[src/rtl/sync_fwft_fifo_if.sv]
// Handshake bundle between the acquisition front end, the FWFT FIFO and the
// downstream stream adapter. Signal names are from the FIFO's point of view.
interface sync_fwft_fifo_if #(
  parameter int DATA_WIDTH = 32,
  parameter int ADDR_WIDTH = 4
);
  logic                  i_fifo_flush;
  logic                  i_fifo_w_stb;
  logic [DATA_WIDTH-1:0] i_fifo_w_data;
  logic                  o_fifo_not_full;
  logic [DATA_WIDTH-1:0] o_fifo_data;
  logic                  i_fifo_r_stb;
  logic                  o_fifo_not_empty;
  logic [ADDR_WIDTH:0]   o_fifo_count;
  logic                  o_fifo_overflow;
  logic                  o_fifo_underflow;

  modport master (
    output i_fifo_flush, i_fifo_w_stb, i_fifo_w_data, i_fifo_r_stb,
    input  o_fifo_not_full, o_fifo_data, o_fifo_not_empty, o_fifo_count,
           o_fifo_overflow, o_fifo_underflow
  );

  modport slave (
    input  i_fifo_flush, i_fifo_w_stb, i_fifo_w_data, i_fifo_r_stb,
    output o_fifo_not_full, o_fifo_data, o_fifo_not_empty, o_fifo_count,
           o_fifo_overflow, o_fifo_underflow
  );
endinterface

[src/rtl/sync_fwft_fifo.sv]
// Single-clock first-word-fall-through FIFO with occupancy count, sticky
// overflow/underflow flags and a synchronous flush. All outputs are registered-state only.
module sync_fwft_fifo #(
  parameter int DATA_WIDTH = 32,
  parameter int ADDR_WIDTH = 4
) (
  input  logic                 i_clk,
  input  logic                 i_rst_n,
  sync_fwft_fifo_if.slave      fifo
);
  localparam int                  DEPTH    = 1 << ADDR_WIDTH;
  localparam logic [ADDR_WIDTH:0] FULL_CNT = (ADDR_WIDTH + 1)'(DEPTH);
  localparam logic [ADDR_WIDTH:0] CNT_ONE  = (ADDR_WIDTH + 1)'(1);
  localparam logic [ADDR_WIDTH-1:0] PTR_ONE = ADDR_WIDTH'(1);

  logic [DATA_WIDTH-1:0] mem [DEPTH];

  logic [ADDR_WIDTH-1:0] wr_ptr_q, wr_ptr_d;
  logic [ADDR_WIDTH-1:0] rd_ptr_q, rd_ptr_d;
  logic [ADDR_WIDTH:0]   count_q, count_d;
  logic                  overflow_q, overflow_d;
  logic                  underflow_q, underflow_d;

  logic full, empty, wr_acc, rd_acc;

  assign full   = (count_q == FULL_CNT);
  assign empty  = (count_q == '0);
  // Acceptance looks only at registered occupancy, so a pop never frees room
  // for a same-cycle write into a full FIFO.
  assign wr_acc = fifo.i_fifo_w_stb && !full;
  assign rd_acc = fifo.i_fifo_r_stb && !empty;

  always_comb begin
    // NOTE: every _d gets a default first so no path leaves it unassigned (no latch).
    wr_ptr_d    = wr_ptr_q;
    rd_ptr_d    = rd_ptr_q;
    count_d     = count_q;
    overflow_d  = overflow_q;
    underflow_d = underflow_q;

    if (fifo.i_fifo_flush) begin
      wr_ptr_d    = '0;
      rd_ptr_d    = '0;
      count_d     = '0;
      overflow_d  = 1'b0;
      underflow_d = 1'b0;
    end else begin
      if (wr_acc) wr_ptr_d = wr_ptr_q + PTR_ONE;
      if (rd_acc) rd_ptr_d = rd_ptr_q + PTR_ONE;
      unique case ({wr_acc, rd_acc})
        2'b10:   count_d = count_q + CNT_ONE;
        2'b01:   count_d = count_q - CNT_ONE;
        default: count_d = count_q;
      endcase
      if (fifo.i_fifo_w_stb && full)  overflow_d  = 1'b1;
      if (fifo.i_fifo_r_stb && empty) underflow_d = 1'b1;
    end
  end

  always_ff @(posedge i_clk) begin
    // NOTE: state registers use non-blocking assignments so every flop samples pre-edge values.
    if (!i_rst_n) begin
      wr_ptr_q    <= '0;
      rd_ptr_q    <= '0;
      count_q     <= '0;
      overflow_q  <= 1'b0;
      underflow_q <= 1'b0;
    end else begin
      wr_ptr_q    <= wr_ptr_d;
      rd_ptr_q    <= rd_ptr_d;
      count_q     <= count_d;
      overflow_q  <= overflow_d;
      underflow_q <= underflow_d;
    end
  end

  // NOTE: storage is deliberately not reset; occupancy tracking makes stale words unobservable.
  always_ff @(posedge i_clk) begin
    if (i_rst_n && !fifo.i_fifo_flush && wr_acc) begin
      mem[wr_ptr_q] <= fifo.i_fifo_w_data;
    end
  end

  assign fifo.o_fifo_data      = mem[rd_ptr_q];
  assign fifo.o_fifo_not_empty = !empty;
  assign fifo.o_fifo_not_full  = !full;
  assign fifo.o_fifo_count     = count_q;
  assign fifo.o_fifo_overflow  = overflow_q;
  assign fifo.o_fifo_underflow = underflow_q;
endmodule
[src/flat_wrapper.sv]
// flat-port wrapper written by rule: the top's interface ports become plain ports
module sync_fwft_fifo_flat 
#(
  parameter int DATA_WIDTH = 32,
  parameter int ADDR_WIDTH = 4
)
  (i_clk, i_rst_n, fifo_i_fifo_flush, fifo_i_fifo_w_stb, fifo_i_fifo_w_data, fifo_i_fifo_r_stb, fifo_o_fifo_not_full, fifo_o_fifo_data, fifo_o_fifo_not_empty, fifo_o_fifo_count, fifo_o_fifo_overflow, fifo_o_fifo_underflow);
  sync_fwft_fifo_if #(.DATA_WIDTH(DATA_WIDTH), .ADDR_WIDTH(ADDR_WIDTH)) fifo_i ();
  input  logic i_clk;
  input  logic i_rst_n;
  input wire logic [$bits(fifo_i.i_fifo_flush)-1:0] fifo_i_fifo_flush;
  input wire logic [$bits(fifo_i.i_fifo_w_stb)-1:0] fifo_i_fifo_w_stb;
  input wire logic [$bits(fifo_i.i_fifo_w_data)-1:0] fifo_i_fifo_w_data;
  input wire logic [$bits(fifo_i.i_fifo_r_stb)-1:0] fifo_i_fifo_r_stb;
  output wire logic [$bits(fifo_i.o_fifo_not_full)-1:0] fifo_o_fifo_not_full;
  output wire logic [$bits(fifo_i.o_fifo_data)-1:0] fifo_o_fifo_data;
  output wire logic [$bits(fifo_i.o_fifo_not_empty)-1:0] fifo_o_fifo_not_empty;
  output wire logic [$bits(fifo_i.o_fifo_count)-1:0] fifo_o_fifo_count;
  output wire logic [$bits(fifo_i.o_fifo_overflow)-1:0] fifo_o_fifo_overflow;
  output wire logic [$bits(fifo_i.o_fifo_underflow)-1:0] fifo_o_fifo_underflow;
  assign fifo_i.i_fifo_flush = fifo_i_fifo_flush;
  assign fifo_i.i_fifo_w_stb = fifo_i_fifo_w_stb;
  assign fifo_i.i_fifo_w_data = fifo_i_fifo_w_data;
  assign fifo_i.i_fifo_r_stb = fifo_i_fifo_r_stb;
  assign fifo_o_fifo_not_full = fifo_i.o_fifo_not_full;
  assign fifo_o_fifo_data = fifo_i.o_fifo_data;
  assign fifo_o_fifo_not_empty = fifo_i.o_fifo_not_empty;
  assign fifo_o_fifo_count = fifo_i.o_fifo_count;
  assign fifo_o_fifo_overflow = fifo_i.o_fifo_overflow;
  assign fifo_o_fifo_underflow = fifo_i.o_fifo_underflow;
  sync_fwft_fifo #(.DATA_WIDTH(DATA_WIDTH), .ADDR_WIDTH(ADDR_WIDTH)) u_core (.i_clk(i_clk), .i_rst_n(i_rst_n), .fifo(fifo_i));
endmodule
[config.mk]
export PLATFORM = sky130hd
export DESIGN_NAME = sync_fwft_fifo_flat
export DESIGN_NICKNAME = d
export VERILOG_FILES = /design/src/rtl/sync_fwft_fifo_if.sv /design/src/rtl/sync_fwft_fifo.sv /design/src/flat_wrapper.sv
export SDC_FILE = /design/constraint.sdc
export NUM_CORES = 1
export LEC_CHECK = 0
export ABC_AREA = 0
export CAP_MARGIN = 20
export CORE_ASPECT_RATIO = 1.75
export CORE_MARGIN = 3
export CORE_UTILIZATION = 30
export DETAILED_ROUTE_END_ITERATION = 16
export GPL_ROUTABILITY_DRIVEN = 0
export SLEW_MARGIN = 20
export SYNTH_ARGS = -nofsm -noshare
export SYNTH_HDL_FRONTEND = slang
export SYNTH_SLANG_ARGS = --single-unit
[constraint.sdc]
create_clock -name i_clk -period 5.3 [get_ports i_clk]
set_clock_uncertainty 0.05 [all_clocks]
set_input_delay 0.795 -clock i_clk [delete_from_list [all_inputs] [get_ports i_clk]]
set_output_delay 0.795 -clock i_clk [all_outputs]
set_load 0.02 [all_outputs]
* Word-level counts from Yosys, hierarchy flattened *
Memories as Yosys holds them, arrays and structs flattened. A register that Yosys moved wholly into a read port is not among the register bits.
Index checks and enable logic that the tools add are counted.
W data, S select, Z words.

word-level totals
  register bits after elaboration = 15
  bits in latches = 0
  RAM bits = 512
  memory bits (read-only) = 0
  input bits = 37
  word-level logic and storage cells = 31
  memories kept = 1

memories
  name        words  bits a word  read ports  clocked after Yosys merged registers in  wr ports  RTL line              source
  u_core.mem  16     32           1           1                                        1         sync_fwft_fifo.sv:16  logic [DATA_WIDTH-1:0] mem [DEPTH];

cells by class
  add/sub/neg operators = 4
  multiply operators = 0
  div/mod/pow operators = 0
  $lt $le $gt $ge = 0
  eq/ne operators = 3
  shift-type cells = 0
  multiplexer cells = 5
  bitwise logic cells = 1
  reductions and logical operators = 12

operators by type and width
  operator               number
  $pmux W5 S2            1
  $add A4 B1 Y4 const B  2
  $mux W4                2
  $logic_and A1 B1 Y1    6
  $add A5 B1 Y5 const B  1
  $eq A5 B5 Y1 const B   1
  $logic_not A5 Y1       1
  $sub A5 B1 Y5 const B  1
  $logic_not A1 Y1       3
  $eq A2 B1 Y1 const B   1
  $eq A2 B2 Y1 const B   1
  $mux W1                2
  $reduce_bool A2 Y1     1
  $reduce_or A2 Y1       1
  $not A1 Y1             1

* Logic depth before layout (Yosys ltp) *
Gate-level depths: netlist of run 1.

  word-level depth = 6
  mapped depth = 12
  mapped depth without buffers = 11

* Worst setup path after synthesis of run 1 *
OpenSTA, ideal clock, no wires.

  path kind = input port to flip-flop
  from = input port fifo_i_fifo_w_stb
  to = memory u_core.mem[0][0], enable pin
  setup time = 0.461 ns
  arrival = 3.533 ns
  data required time = 4.789 ns
  slack = 1.256 ns
  stages = 3
  cell sequence = a21boi_2 nand3_1 nor3_1

between the ends
  longest elaborated chain between the ends = 4

ends and longest elaborated chain
  what                           RTL line              source
  from (decl)                    flat_wrapper.sv:12    input wire logic [$bits(fifo_i.i_fifo_w_stb)-1:0] fifo_i_fifo_w_stb;
  $logic_and A1 B1 Y1            sync_fwft_fifo.sv:30  assign wr_acc = fifo.i_fifo_w_stb && !full;
  $logic_and A1 B1 Y1            sync_fwft_fifo.sv:79  if (i_rst_n && !fifo.i_fifo_flush && wr_acc) begin
  $mux W1                        sync_fwft_fifo.sv:79
  $mux W1 (implied by the code)  sync_fwft_fifo.sv:80  mem[wr_ptr_q] <= fifo.i_fifo_w_data;
  to (decl)                      sync_fwft_fifo.sv:16

No other way between the ends.

==> summary.md, run 1 <==
| Metric | Value |
|---|---|
| Status | finished clean |
| Post-synthesis sequential area ratio | 78.07% |
| Global-route wire length before repair | 66250 um |
| Clock root cell | clkbuf_16 |
| Clock sinks | 531 |
| Die area | 0.07054 sq mm |
| Vias/cell | 4.743 |
| Syn_nets | 882 |
| CP max FO | 24 |
| Longest Clk Path Bufs | 3 |
| Hold buffer count at CTS | 0 |
| Leakage | 6.950 nW |
| Critical Path Source Type | flip-flop |
| Tmin final | 4.232 ns |
| Total grt overflow | 0 |
| Crit path buffers/inverters | 2 |
| Post-Place Cell Area | 0.02227 sq mm |
| Finished Cell Area | 0.02368 sq mm |
| Post-synthesis cell count | 838 |
| Pre-antenna DRT Iters | 5 |
| Flops & latches, synth | 531 |
| Class of the worst hold path | reg -> reg |
| Total Routed Length | 44490 um |
| Largest net degree at the start of global routing | 48 |
| FMAX | 236.3 MHz |
| Slew @ Worst Pin | 1.178 ns |
| Peak supply drop | 257.4 uV |
| Initial Utilization | 30.36% |
| Synth top area cells | edfxtp_1, mux4_2, dfxtp_1, nor2_1, clkbuf_1 |
| Layout cells sized above 1 | 27.39% |
| CTS tree | done |
| Aggregate global-route resource usage | 12.70% |
| Slew HR | 21.50% |
| Routed Antenna Nets | 0 |
| # setup viols final | 0 |
| Num CTS Buffers | 46 |
| CP max stage cell | dfxtp_4 |
| Required time worst endpoint | 4.45 ns |
| CP most frequent cell | mux4_2 |
| Crit share post-route | 79.86% |
| Critical setup path kind | reg -> out |
| Area Overhead vs Synth | 17.32% |
| Top delay family on crit path | multiplexers |
| # resized after CTS | 0 |
| Syn avg cell area | 24.08 sq um |
| Routed len/inst | 23.77 um |
| Antenna violations before repair | 5 |
| Skew-Pair Late Insertion Delay | 0.57 ns |
| Fin. max-slew vios | 0 |
| RSZ-0062 raised after global routing | false |
| Nets | 993 |
| DRT iter0 DRCs | 760 |
| CP max stage delay | 0.68 ns |
| Setup_tns | 0 ns |
| Count of unique library cells instantiated by Yosys | 31 |
| Vias in the first global route | 9756 |
| PD cells | 341.8 mW/mm^2 |
| Crit end category | output pin |
| Synth area leader | edfxtp_1 |
| Die outline width | 202.1 um |
| Max-cap check violation count | 0 |
| Total vias in the final route | 8878 |
| Ports | 78 |
| Drc violations | 0 |
| Die Y-Extent | 349.1 um |
| Port bufs | 77 |
| H-tree depth | 2 |
| Clk slew on worst S/H paths | 0.07 ns |
| Yosys top cell area share | 76.18% |
| Post-CTS Setup Inserts | 0 |
| Final Hold Viols | 0 |
| Core ar. | 0.06647 sq mm |
| Synthesized cell area | 0.02018 sq mm |
| Floorplan row count | 125 |
| Yosys warnings | 0 |
| Dpl hpwl | 24720 um |
| Critical-path cell list | buf_4 -> mux4_2 -> mux4_2 -> clkdlybuf4s50_1 |
| Worst EP arrival | 3.39 ns |
## registers in the layout, summed over array words and instances (netlist names), named ones only
name / flops
u_core.fifo.o_fifo_count: 5
u_core.fifo.o_fifo_overflow: 1
u_core.fifo.o_fifo_underflow: 1
u_core.mem: 512
u_core.rd_ptr_q: 4
u_core.wr_ptr_q: 4
## synthesized netlist by cell type
cell type    n
edfxtp_1   512
nand3_1      7
mux2i_1      3
xnor2_1      3
o21a_1       1
a21boi_2     1
nand2b_1     5
clkbuf_1    27
dfxtp_1     19
nor4_4       1
mux4_2     160
nor4bb_1     1
inv_1        4
xor2_1       6
ha_1         7
nor2b_1      2
nor4_1       2
buf_1        2
o31a_1       2
buf_2       13
nor3_2       1
a31oi_1      2
nor3_1       7
nand4_1      2
a21boi_1     1
nand2_1      6
and3b_1      2
a211oi_1     2
nor2_1      33
nand3b_1     1
a21oi_1      3
## worst register-to-register path: stages, from the launching register on
cell      delay [ns]
dfxtp_1         0.51
nor4_4          0.13
a21boi_2        0.43
nand3_1         0.43
nor2_4          0.91
buf_4           0.36
## kinds of logic after synthesis
| logic type | synth area share (%) |
|---|---|
| flops | 78.07 |
| compound gates | 0.4278 |
| fa+ha+maj | 0.4340 |
| xor+xnor | 0.3906 |
| buf+inv | 0.9361 |
| simple gates | 1.742 |
| mux | 18.00 |
## metal layers
metal	vias up	global-route usage (%)	wire length, um
li1	3795	-	-
met1	4829	15.44	17540
met2	184	23.51	24290
met3	62	1.966	1744
met4	8	3.278	847
met5	-	0	60
## per-stage QoR
step           total power, mW  std cells  util, %  hold slack [ns]  worst slack, ns
6_report                 8.093       1872    35.62           0.4278            1.068
5_1_grt                  8.339       1871    35.62           0.4659           0.8806
4_1_cts                  8.180       1871    35.62           0.4328           0.9372
3_5_place_dp             4.985       1790    33.51           0.4146            1.405
3_3_place_gp             4.976       1790    33.51           0.4093            1.453
2_1_floorplan            4.845        838        -           0.4225            1.256
## layout by cell type (no fill, tap or decap), drive strengths merged
| cell type | count |
|---|---|
| a31oi | 2 |
| nor4 | 3 |
| nand2b | 5 |
| mux4 | 160 |
| nand2 | 6 |
| nand3 | 7 |
| xnor2 | 3 |
| nor2 | 33 |
| nor3 | 8 |
| buf | 28 |
| edfxtp | 512 |
| clkdlybuf4s50 | 77 |
| clkbuf | 58 |
| clkinv | 16 |
| nand4 | 2 |
| nand3b | 1 |
| a21oi | 3 |
| a21boi | 2 |
| and3b | 2 |
| diode | 1 |
| clkinvlp | 2 |
| dfxtp | 19 |
| nor4bb | 1 |
| a211oi | 2 |
| inv | 6 |
| mux2i | 3 |
| o31a | 2 |
| ha | 7 |
| bufinv | 3 |
| xor2 | 6 |
| o21a | 1 |
| nor2b | 2 |
## report_power, final
group / switching, mW / internal, mW / leakage (nW)
Sequential: 0.0116 / 4.61 / 4.76
Clock: 1.46 / 1.75 / 0.673
Combinational: 0.144 / 0.123 / 1.51
Total: 1.61 / 6.48 / 6.95
## layout make-up
type	instances	area (sq um)
sequential	531	15770
fill	6032	42790
clock buffer	58	1196
timing repair buffer	105	1031
tap	889	1112
multi-input combinational	261	4348
inverter	4	15.01
antenna	1	2.502
clock inverter	23	203.9
## worst paths after layout
check                                   start                     endpoint  slack, ns  cells after the start
setup / recovery                    flip-flop          fifo_o_fifo_data[3]       1.07                      4
hold reg to reg   u_core.fifo.o_fifo_overflow  u_core.fifo.o_fifo_overflow       0.43                      2
hold / removal    u_core.fifo.o_fifo_overflow  u_core.fifo.o_fifo_overflow       0.43                      2
setup reg to reg  u_core.fifo.o_fifo_count[3]             u_core.mem[6][2]       2.17                      5
No activity file was read; power rests on OpenSTA's default activity.
==> run 2: changes to the inputs <==
- clock period: 5.3 -> 3.5 ns (I/O delays scaled with it)
==> run 2 against run 1 <==
Against the previous run:
- power grew 59%
- core utilization rose by 0.91 points
- critical path depth is the same
- sequential power rose by 51%
- combinational power rose by 58%
- first-iteration DRC count fell by 20%
- register-to-register slack worse by 1.4 ns
- critical path type unchanged
- clock power is 69% higher
==> summary.md, run 2 (synthesized netlist as in run 1, its figures left out) <==
| Metric | Value |
|---|---|
| Largest register by flop count | u_core.mem (unchanged) |
| Total Routed Length | 45410 um (was 44490 um) |
| Leading cell types in the layout, fill and taps excluded | edfxtp_1, mux4_2, clkbuf_16 (was edfxtp_1, mux4_2, clkdlybuf4s50_1) |
| Nets | 1001 (was 993) |
| Critical Path Source Type | flip-flop (unchanged) |
| Metal3 WL | 2062 um (was 1744 um) |
| Drc violations | 0 (unchanged) |
| H-tree depth | 2 (unchanged) |
| Non-Filler Instances | 1882 (was 1872) |
| Setup_tns | 0 ns (unchanged) |
| Largest net degree at the start of global routing | 73 (was 48) |
| Crit end category | output pin (unchanged) |
| Aggregate global-route resource usage | 12.68% (was 12.70%) |
| Max-cap check violation count | 0 (unchanged) |
| Met2 Wirelength | 24500 um (was 24290 um) |
| CTS tree | done (unchanged) |
| Slew @ Worst Pin | 0.7667 ns (was 1.178 ns) |
| Hold WS | 0.4513 ns (was 0.4278 ns) |
| Tmin final | 3.422 ns |
| Status | finished clean (unchanged) |
| Post-Place Cell Area | 0.02254 sq mm (was 0.02227 sq mm) |
| Total vias in the final route | 8988 (was 8878) |
| Die area | 0.07054 sq mm (unchanged) |
| DP Worst Slack | 0.4583 ns (was 1.405 ns) |
| Worst EP arrival | 2.85 ns (was 3.39 ns) |
| Pre-antenna DRT Iters | 5 (unchanged) |
| DR top layer | met5 (unchanged) |
| Routed len/inst | 24.13 um (was 23.77 um) |
| Finished Cell Area | 0.02428 sq mm (was 0.02368 sq mm) |
| Total grt overflow | 0 (unchanged) |
| Ports | 78 (unchanged) |
| Dpl hpwl | 23680 um (was 24720 um) |
| DRT iter0 DRCs | 610 (was 760) |
| Post-Place Cells | 1793 (was 1790) |
| Vias/cell | 4.776 (was 4.743) |
| Class of the worst hold path | reg -> reg (unchanged) |
| FMAX | 292.3 MHz |
| Die outline width | 202.1 um (unchanged) |
| Longest Clk Path Bufs | 3 (unchanged) |
| Num CTS Buffers | 47 (was 46) |
| Max reg flops | 512 (unchanged) |
| Clk slew on worst S/H paths | 0.06 ns (was 0.07 ns) |
| Skew-Pair Late Insertion Delay | 0.57 ns (about the same) |
| Slew HR | 48.89% (was 21.50%) |
| Vias in the first global route | 9889 (was 9756) |
| Area Overhead vs Synth | 20.32% (was 17.32%) |
| Routed Antenna Nets | 0 (unchanged) |
| Final Total Pwr | 12.84 mW (was 8.093 mW) |
| Required time worst endpoint | 2.92 ns (was 4.45 ns) |
| Layout cells sized above 1 | 29.13% (was 27.39%) |
| CP max FO | 13 (was 24) |
| Leakage | 7.229 nW (was 6.950 nW) |
| M1 WL | 17810 um (was 17540 um) |
| Final Util | 36.53% (was 35.62%) |
| Global-route wire length before repair | 65800 um (was 66250 um) |
| Crit share post-route | 97.76% |
| Die Y-Extent | 349.1 um (unchanged) |
| Hold buffer count at CTS | 0 (unchanged) |
| PD cells | 528.7 mW/mm^2 (was 341.8 mW/mm^2) |
| Core ar. | 0.06647 sq mm (unchanged) |
| Clock root cell | clkbuf_16 (unchanged) |
| Port bufs | 77 (unchanged) |
| # setup viols final | 0 (unchanged) |
| Commonest non-fill, non-tap cell in the layout | edfxtp_1 (unchanged) |
| Final Hold Viols | 0 (unchanged) |
| RSZ-0062 raised after global routing | false (unchanged) |
| Antenna violations before repair | 2 (was 5) |
| Critical setup path kind | reg -> out (unchanged) |
| Setup WS post-layout | 0.07849 ns (was 1.068 ns) |
| Floorplan row count | 125 (unchanged) |
| Clock sinks | 531 (unchanged) |
| Initial Utilization | 30.36% (unchanged) |
| Fin. max-slew vios | 0 (unchanged) |
| Peak supply drop | 354.8 uV (was 257.4 uV) |
-- run 2: area by class of cell --
type | instances | area (sq um)
antenna | 1 | 2.502
sequential | 531 | 15770
fill | 5978 | 42190
inverter | 4 | 15.01
multi-input combinational | 261 | 4373
tap | 889 | 1112
timing repair buffer | 112 | 1389
clock buffer | 52 | 1216
clock inverter | 32 | 409.1
-- run 2: path summary, 6_finish.rpt --
| kind | start | endpoint | slack, ns | cells past startpoint |
|---|---|---|---|---|
| hold / removal | u_core.fifo.o_fifo_overflow | u_core.fifo.o_fifo_overflow | 0.45 | 2 |
| setup reg to reg | u_core.fifo.o_fifo_count[3] | u_core.fifo.o_fifo_count[4] | 0.79 | 11 |
| hold reg to reg | u_core.fifo.o_fifo_overflow | u_core.fifo.o_fifo_overflow | 0.45 | 2 |
| setup / recovery | flip-flop | fifo_o_fifo_data[25] | 0.08 | 4 |
-- run 2: routing by layer --
layer  track usage (%)  vias up
li1                  -     3820
met1             15.49     4891
met2             23.14      212
met3             1.836       63
met4             3.977        2
met5                 0        -
-- run 2: what timing repair did --
| action | 4_1_cts | 5_1_grt |
|---|---|---|
| hold endpoints to repair | 0 | 0 |
| endpoints found under the setup margin | 24 | 7 |
| setup buffers | 0 | 1 |
| resized for setup | 27 | 11 |
| cloned | 0 | 3 |
-- run 2: where the power goes --
part | switching, mW | leakage [nW] | internal [mW]
Clock | 2.30 | 0.789 | 3.12
Combinational | 0.227 | 1.68 | 0.193
Sequential | 0.0140 | 4.76 | 6.98
-- run 2: critical path, stage by stage (launching register included) --
cell             delay [ns]
dfxtp_4                0.49
buf_16                 0.20
mux4_2                 0.53
mux4_2                 0.48
clkdlybuf4s50_1        0.55
==> run 3: changes to the inputs <==
- CORE_UTILIZATION: 30 -> 47
- PLACE_DENSITY: default -> 0.67
==> run 3 against run 2 <==
Against the previous run:
- flip-flop and latch count did not move
- sequential power barely moved
- global-route usage rose by 6.5 points
- count of clock-buffer cells in the layout rose by 3
- die area fell by 35%
- worst hold slack got worse by 0.024 ns
- register-to-register slack got worse by 0.06 ns
- worst setup slack improved by 0.0045 ns
- combinational power fell by 2%
==> summary.md, run 3 (synthesized netlist as in run 1, its figures left out) <==
| Metric | Value |
|---|---|
| Status | finished clean (unchanged) |
| Final Hold Viols | 0 (unchanged) |
| Worst Hold Depth | 2 (unchanged) |
| Largest net degree at the start of global routing | 33 (was 73) |
| Clock root cell | clkbuf_16 (unchanged) |
| Gate power share | 3.4% (was 3.3%) |
| Routed Antenna Nets | 0 (unchanged) |
| Setup_tns | 0 ns (unchanged) |
| Aggregate global-route resource usage | 19.14% (was 12.68%) |
| Met2 usage | 33.22% (was 23.14%) |
| Slew @ Worst Pin | 0.7178 ns (was 0.7667 ns) |
| FF-to-FF path depth | 12 (was 11) |
| Skew-Pair Late Insertion Delay | 0.55 ns (was 0.57 ns) |
| Routed len/inst | 26.89 um (was 24.13 um) |
| Antenna violations before repair | 1 (was 2) |
| GRT busiest layer | met2 (unchanged) |
| Num CTS Buffers | 46 (was 47) |
| Post-Place Cells | 1475 (was 1793) |
| H-tree depth | 2 (unchanged) |
| Leading cell types in the layout, fill and taps excluded | edfxtp_1, mux4_2, clkbuf_16, clkdlybuf4s50_1, dlygate4sd2_1 (was edfxtp_1, mux4_2, clkbuf_16) |
| Non-Filler Instances | 1565 (was 1882) |
| Met3 GRT Util | 2.674% (was 1.836%) |
| Met1 GRT Util | 25.71% (was 15.49%) |
| Commonest non-fill, non-tap cell in the layout | edfxtp_1 (unchanged) |
| Die outline width | 162.6 um (was 202.1 um) |
| RR Endpoint | u_core.fifo.o_fifo_count[4] (unchanged) |
| Critical Path Source Type | flip-flop (unchanged) |
| Hold wc startpoint | u_core.fifo.o_fifo_underflow (was u_core.fifo.o_fifo_overflow) |
| Reg power frac | 57.1% (was 54.5%) |
| Fill count | 3076 (was 5978) |
| Setup WS post-layout | 0.08295 ns (was 0.07849 ns) |
| Max-cap check violation count | 0 (unchanged) |
| Longest Clk Path Bufs | 3 (unchanged) |
| FMAX | 292.7 MHz (was 292.3 MHz) |
| CTS tree | done (unchanged) |
| Required time worst endpoint | 2.92 ns (about the same) |
| # setup viols final | 0 (unchanged) |
| Vias in the first global route | 9757 (was 9889) |
| Nets | 1018 (was 1001) |
| Leakage | 7.219 nW (was 7.229 nW) |
| Initial Utilization | 47.92% (was 30.36%) |
| Total Routed Length | 42090 um (was 45410 um) |
| Global-route wire length before repair | 63630 um (was 65800 um) |
| Peak supply drop | 309.5 uV (was 354.8 uV) |
| Net Sw Frac | 19.72% (was 19.80%) |
| RSZ-0062 raised after global routing | false (unchanged) |
| PD cells | 515.6 mW/mm^2 (was 528.7 mW/mm^2) |
| Slew HR | 52.14% (was 48.89%) |
| Final Util | 56.38% (was 36.53%) |
| Pint | 9.828 mW (was 10.30 mW) |
| Worst EP arrival | 2.84 ns (was 2.85 ns) |
| NetSw | 2.414 mW (was 2.542 mW) |
| Ports | 78 (unchanged) |
| Hold buffer count at CTS | 0 (unchanged) |
| Hold Path End | u_core.fifo.o_fifo_underflow (was u_core.fifo.o_fifo_overflow) |
| Total vias in the final route | 9119 (was 8988) |
| Crit end category | output pin (unchanged) |
| Tmin final | 3.417 ns (was 3.422 ns) |
| DRT iter0 DRCs | 796 (was 610) |
| Largest register by flop count | u_core.mem (unchanged) |
| FF-to-FF setup slack | 0.73 ns (was 0.79 ns) |
| CP max FO | 16 (was 13) |
| Area Overhead vs Synth | 17.64% (was 20.32%) |
| Core ar. | 0.04212 sq mm (was 0.06647 sq mm) |
| Clock sinks | 531 (unchanged) |
| Floorplan row count | 99 (was 125) |
| Vias/cell | 5.827 (was 4.776) |
| Crit share post-route | 97.63% (was 97.76%) |
| Clock power frac | 39.5% (was 42.3%) |
| Pre-antenna DRT Iters | 6 (was 5) |
| Total grt overflow | 0 (unchanged) |
| Crit Reg-Reg Startpoint | u_core.fifo.o_fifo_count[3] (unchanged) |
| Class of the worst hold path | reg -> reg (unchanged) |
| Port bufs | 77 (unchanged) |
| Clk slew on worst S/H paths | 0.07 ns (was 0.06 ns) |
| Die area | 0.04556 sq mm (was 0.07054 sq mm) |
| Layout cells sized above 1 | 30.30% (was 29.13%) |
| Hold WS | 0.4276 ns (was 0.4513 ns) |
| # diodes | 0 (was 1) |
| Die Y-Extent | 280.1 um (was 349.1 um) |
| Dpl hpwl | 22950 um (was 23680 um) |
| Fin. max-slew vios | 0 (unchanged) |
| Drc violations | 0 (unchanged) |
| Critical setup path kind | reg -> out (unchanged) |
| DP Worst Slack | 0.4232 ns (was 0.4583 ns) |
| Max reg flops | 512 (unchanged) |
## run 3: metal layers
layer	wire (um)	share of wire, %	vias to the layer above
li1	-	-	3855
met1	16620	40	4925
met2	22430	53	277
met3	2100	5.0	60
met4	915	2.2	2
met5	13	0.031	-
## run 3: worst max-delay path, stage by stage, from the launching register on
cell,delay [ns]
dfxtp_4,0.45
buf_12,0.22
mux4_2,0.53
mux4_2,0.52
clkdlybuf4s50_1,0.57
## run 3: timing repair
action / in CTS / in global routing
setup endpoints to repair: 31 / 2
gates resized for setup: 29 / 2
cloned: 1 / 0
setup buffers: 5 / 0
## run 3: worst max-delay path by stage
stage / start / endpoint
6_report: flip-flop / fifo_o_fifo_data[31]
5_1_grt: flip-flop / fifo_o_fifo_data[31]
4_1_cts: flip-flop / fifo_o_fifo_data[22]
3_5_place_dp: flip-flop / fifo_o_fifo_data[24]
3_3_place_gp: flip-flop / fifo_o_fifo_data[22]
2_1_floorplan: u_core.fifo.o_fifo_count[3] / u_core.mem[12][0]
## run 3: power groups by stage
stage | Sequential, mW | Combinational (mW) | Clock (mW)
detailed placement | 7.13 | 0.423 | 0
CTS | 6.99 | 0.421 | 4.95
global route | 6.99 | 0.447 | 5.19
finish | 6.99 | 0.412 | 4.84
floorplan | 7.13 | 0.204 | 0
global placement | 7.13 | 0.413 | 0
## run 3: layout make-up
type | instances | area [sq um] | area share [%]
Sequential cell | 531 | 15770 | 66.40
Multi-Input combinational cell | 261 | 4373 | 18.42
Timing Repair Buffer | 130 | 1469 | 6.187
Clock buffer | 55 | 1226 | 5.164
Tap cell | 555 | 694.4 | 2.925
Clock inverter | 29 | 200.2 | 0.8432
Inverter | 4 | 15.01 | 0.06324
## run 3: stage by stage
stage / total power [mW] / area (sq um)
floorplan: 7.336 / 20200
global placement: 7.543 / 22270
detailed placement: 7.555 / 22270
CTS: 12.36 / 23740
global route: 12.63 / 23740
finish: 12.24 / 23740
